`config.mk`:
```
export PLATFORM = sky130hd
export DESIGN_NAME = pipe_stage
export DESIGN_NICKNAME = d
export VERILOG_FILES = /design/src/rtl/pipe_stage.sv
export SDC_FILE = /design/constraint.sdc
export NUM_CORES = 1
export LEC_CHECK = 0
export ABC_AREA = 1
export BUFFER_PORTS_ARGS = -buffer_cell sky130_fd_sc_hd__buf_2
export CAP_MARGIN = 20
export CORE_MARGIN = 10
export CORE_UTILIZATION = 52
export CTS_CLUSTER_SIZE = 16
export DETAILED_ROUTE_END_ITERATION = 10
export PLACE_DENSITY = 0.95
export SLEW_MARGIN = 15
export SYNTH_ARGS = -nofsm -noshare
export SYNTH_HDL_FRONTEND = slang
export SYNTH_SLANG_ARGS = --single-unit
```
`constraint.sdc`:
```
create_clock -name clk -period 8.2 [get_ports clk]
set_clock_uncertainty 0.05 [all_clocks]
set_input_delay 2.05 -clock clk [delete_from_list [all_inputs] [get_ports clk]]
set_output_delay 2.05 -clock clk [all_outputs]
set_load 0.1 [all_outputs]
```
`src/rtl/pipe_stage.sv`:
```
// Valid/ready pipeline register for PC + instruction with stall, flush and a starved-cycle counter.
// Optional macro PIPE_STAGE_SKID_EN selects a 2-entry main+skid buffer with a registered o_ready.
module pipe_stage #(
   parameter int unsigned PC_W   = 32,
   parameter int unsigned INST_W = 32,
   parameter int unsigned CNT_W  = 16
) (
   input  logic              clk,
   input  logic              rst,
   input  logic              i_valid,
   output logic              o_ready,
   input  logic [PC_W-1:0]   i_pc,
   input  logic [INST_W-1:0] i_inst,
   output logic              o_valid,
   input  logic              i_ready,
   output logic [PC_W-1:0]   o_pc,
   output logic [INST_W-1:0] o_inst,
   input  logic              i_stall,
   input  logic              i_flush,
   output logic [CNT_W-1:0]  o_bubble_cnt
);

   localparam logic [CNT_W-1:0] CNT_MAX = '1;

   logic valid_int;
   logic accept;
   logic drain;

   // Stall hides the held entry downstream and blocks upstream without touching storage.
   assign o_valid = valid_int & !i_stall;
   assign accept  = i_valid & o_ready;
   assign drain   = o_valid & i_ready;

`ifdef PIPE_STAGE_SKID_EN
   typedef enum logic [1:0] {ST_EMPTY, ST_ONE, ST_TWO} state_t;

   state_t              state_q, state_d;
   logic                ready_q, ready_d;
   logic [PC_W-1:0]     main_pc_q, main_pc_d, skid_pc_q, skid_pc_d;
   logic [INST_W-1:0]   main_inst_q, main_inst_d, skid_inst_q, skid_inst_d;

   // Registered readiness: no path from i_ready to o_ready.
   assign o_ready   = ready_q & !i_stall & !rst;
   assign valid_int = (state_q != ST_EMPTY);
   assign o_pc      = main_pc_q;
   assign o_inst    = main_inst_q;

   always_comb begin
      state_d     = state_q;
      main_pc_d   = main_pc_q;
      main_inst_d = main_inst_q;
      skid_pc_d   = skid_pc_q;
      skid_inst_d = skid_inst_q;
      if (i_flush) begin
         state_d     = ST_EMPTY;
         main_pc_d   = '0;
         main_inst_d = '0;
         skid_pc_d   = '0;
         skid_inst_d = '0;
      end else begin
         case (state_q)
            ST_EMPTY: begin
               if (accept) begin
                  main_pc_d   = i_pc;
                  main_inst_d = i_inst;
                  state_d     = ST_ONE;
               end
            end
            ST_ONE: begin
               if (accept && drain) begin
                  main_pc_d   = i_pc;
                  main_inst_d = i_inst;
               end else if (accept) begin
                  skid_pc_d   = i_pc;
                  skid_inst_d = i_inst;
                  state_d     = ST_TWO;
               end else if (drain) begin
                  state_d = ST_EMPTY;
               end
            end
            ST_TWO: begin
               // Promote the skid entry once the main entry leaves.
               if (drain) begin
                  main_pc_d   = skid_pc_q;
                  main_inst_d = skid_inst_q;
                  skid_pc_d   = '0;
                  skid_inst_d = '0;
                  state_d     = ST_ONE;
               end
            end
            default: state_d = ST_EMPTY;
         endcase
      end
      ready_d = (state_d != ST_TWO);
   end

   always_ff @(posedge clk or posedge rst) begin
      if (rst) begin
         state_q     <= ST_EMPTY;
         ready_q     <= 1'b1;
         main_pc_q   <= '0;
         main_inst_q <= '0;
         skid_pc_q   <= '0;
         skid_inst_q <= '0;
      end else begin
         state_q     <= state_d;
         ready_q     <= ready_d;
         main_pc_q   <= main_pc_d;
         main_inst_q <= main_inst_d;
         skid_pc_q   <= skid_pc_d;
         skid_inst_q <= skid_inst_d;
      end
   end
`else
   logic                valid_q, valid_d;
   logic [PC_W-1:0]     pc_q, pc_d;
   logic [INST_W-1:0]   inst_q, inst_d;

   assign o_ready   = (!valid_q | i_ready) & !i_stall & !rst;
   assign valid_int = valid_q;
   assign o_pc      = pc_q;
   assign o_inst    = inst_q;

   always_comb begin
      valid_d = valid_q;
      pc_d    = pc_q;
      inst_d  = inst_q;
      if (i_flush) begin
         valid_d = 1'b0;
         pc_d    = '0;
         inst_d  = '0;
      end else if (accept) begin
         valid_d = 1'b1;
         pc_d    = i_pc;
         inst_d  = i_inst;
      end else if (drain) begin
         valid_d = 1'b0;
      end
   end

   always_ff @(posedge clk or posedge rst) begin
      if (rst) begin
         valid_q <= 1'b0;
         pc_q    <= '0;
         inst_q  <= '0;
      end else begin
         valid_q <= valid_d;
         pc_q    <= pc_d;
         inst_q  <= inst_d;
      end
   end
`endif

   // Starved-cycle counter: downstream ready, nothing to give, not stalled.
   logic [CNT_W-1:0] bubble_cnt_q, bubble_cnt_d;

   always_comb begin
      bubble_cnt_d = bubble_cnt_q;
      if (!valid_int && i_ready && !i_stall && (bubble_cnt_q != CNT_MAX))
         bubble_cnt_d = bubble_cnt_q + CNT_W'(1);
   end

   always_ff @(posedge clk or posedge rst) begin
      if (rst) bubble_cnt_q <= '0;
      else     bubble_cnt_q <= bubble_cnt_d;
   end

   assign o_bubble_cnt = bubble_cnt_q;

endmodule

```
==> impl_metrics.yaml <==
run_status:
  status: "completed"
clock_tree:
  ctsRootBufferMaster: "clkbuf_8"
  htreeDepth: 3
  cts.sinks: 81
  cts_resized: 0
  postCtsSetupRepairBufs: 0
  clock_latency_ns: 0.34
  hold_buffers: 0
  numCtsBuffers: 9
  cts_tree: "built"
  cts.clk_slew.worst_paths_ns: 0.08
  clockBufferDepth: 2
global_routing:
  grt_max_degree: 83
  first_global_vias: 3517
  antenna_found_initial: 0
  grt_pass1_wl_mm: 17.2
  grt_overflow_total: 0
  grtUsageTotal: 0.190
  grt_use_met1: 0.223
  grt_use_met3: 0.0737
  gr-usage-met2: 0.314
  grt.busiest_layer: "met2"
floorplanning:
  dieArea_mm2: 0.0108
  coreArea_mm2: 0.00683
  io_pins: 152
  die_h_um: 104
  die_w_um: 104
  rows: 30
  start_util: 0.536
yosys:
  synth_edf_count: 0
  ys_seq_area_frac: 0.553
  ys_types: 21
  syn_inst: 435
  ys_warn_count: 0
  postSynthAreaPerCell_um2: 8.42
  ys_ff_latch: 81
  yosysTopAreaCell: "dfrtp_1"
  netlist_area_mm2: 0.00366
  synth_nets: 506
  synthArstFlopShare: 1.00
  yosys.area.top_type_share: 0.553
  synthTopCellsByArea: "dfrtp_1 55%, nand2_1 20%, nand3_1 9.8%"
  ys.flop_type: "dfrtp_1"
timing:
  fin_crit_sh: 0.602
  setup_tns_ns: 0
  holdWs_ns: 0.460
  slew_viol_final: 0
  finalWorstSetupSlack_ns: 3.26
  fin_crit_ns: 4.94
  tightest_slew_ns: 1.04
  hold_violations: 0
  grt_setup_unrepaired: "false"
  fmax_mhz: 203
  setup-violations-final: 0
  relSlewSlack: 0.308
final_layout:
  antenna_cells: 0
  synthToLayoutAreaGrowth_pct: 25.9
  final_core_util: 0.675
  final_nets: 650
  layout_common_cells: "199 x nand2_1, 151 x buf_2, 81 x dfrtp_1"
  stdcell_area_mm2: 0.00461
  final_common_cell: "nand2_1"
  layout-drive-gt1-share: 0.317
drt:
  drcViolationCount: 0
  via_per_inst: 4.99
  drtPass1Iterations: 4
  ant_nets: 0
  drt-total-wl_mm: 10.4
  vias: 3391
  drt_iter0_markers: 187
  wire_per_inst_um: 15.4
job:
  max-cap-violations: 0
critical_path:
  crit_arrival_ns: 2.84
  startpoint_type: "input port"
  path_class: "in -> out"
  cp_max_fo: 3
  required_ns: 6.10
  cp-end-kind: "output pin"
power_and_ir_drop:
  irDropWorstVdd_v: 0.000124
  powerDensity_mw_per_mm2: 207
  p_leak_nw: 2.76
placed_design:
  routabilityCongestion: 0.849
  hpwl_mm: 7.79
  place_ws_ns: 2.85
  place_area_mm2: 0.00441
  port_buffers: 151
min_path:
  hp-class: "reg -> reg"
## worst paths after layout
path                                        start                      endpoint  slack [ns]  cells past startpoint
max in group asynchronous                     rst        o_inst[13]$_DFFE_PP0P_        5.71                      4
hold / removal             o_inst[25]$_DFFE_PP0P_        o_inst[25]$_DFFE_PP0P_        0.46                      2
hold reg to reg            o_inst[25]$_DFFE_PP0P_        o_inst[25]$_DFFE_PP0P_        0.46                      2
min in group asynchronous                     rst  o_bubble_cnt[12]$_DFFE_PP0P_        1.79                      3
setup reg to reg            valid_int$_DFFE_PP0P_        o_inst[17]$_DFFE_PP0P_        5.53                      7
setup / recovery                          i_ready                       o_ready        3.26                      5
## layer usage
layer | part of all wire | routed length, um
met4 | 0.012 | 130
met2 | 0.49 | 5120
met1 | 0.40 | 4190
met3 | 0.096 | 1000
met5 | 0 | 0
## critical path: stages
cell,delay [ns]
buf_2,0.10
or2_4,0.13
nand2_1,0.05
nor2_1,0.07
buf_2,0.43
## cell type report
type	instances	area, um2
Tap cell	96	120
Multi-Input combinational cell	318	1430
Clock buffer	12	155
Clock inverter	4	27.5
Inverter	15	57.6
Sequential cell	81	2030
Timing Repair Buffer	154	791
Fill cell	565	2220
## synthesized netlist by cell type (3+ instances only)
| library cell | n |
|---|---|
| clkbuf_1 | 6 |
| dfrtp_1 | 81 |
| nand4_1 | 5 |
| nor2_1 | 19 |
| nand3b_1 | 3 |
| xnor2_1 | 3 |
| nand3_1 | 72 |
| nand2_1 | 199 |
| inv_2 | 4 |
| nor2_4 | 4 |
| nand2_2 | 3 |
| inv_1 | 11 |
| xor2_1 | 3 |
| buf_6 | 8 |
| buf_2 | 7 |
## cell families after synthesis
| family | count (synthesis) | synth area share |
|---|---|---|
| flip-flops | 81 | 0.553 |
| adder cells (fa/ha/maj) | 1 | 0.00341 |
| XOR/XNOR | 6 | 0.0143 |
| buffers and inverters | 36 | 0.0557 |
| AND/OR/NAND/NOR | 309 | 0.371 |
| AO/OA/AOI/OAI | 2 | 0.00273 |
## report_power, final
part	internal (mW)	total, mW	switching [mW]
clock	0.126	0.267	0.141
combinational	0.0426	0.246	0.203
sequential	0.419	0.441	0.0229
## registers in the layout (all words and copies together), names as in the netlist
name / flops
o_bubble_cnt: 16
o_inst: 32
o_pc: 32
valid_int: 1
## through the flow
stage	power [mW]	instances
after floorplan	0.641	435
after global placement	0.691	663
after detailed placement	0.695	663
after CTS	0.958	679
after global routing	0.996	680
final	0.955	680
No activity file was read; power rests on OpenSTA's default activity.
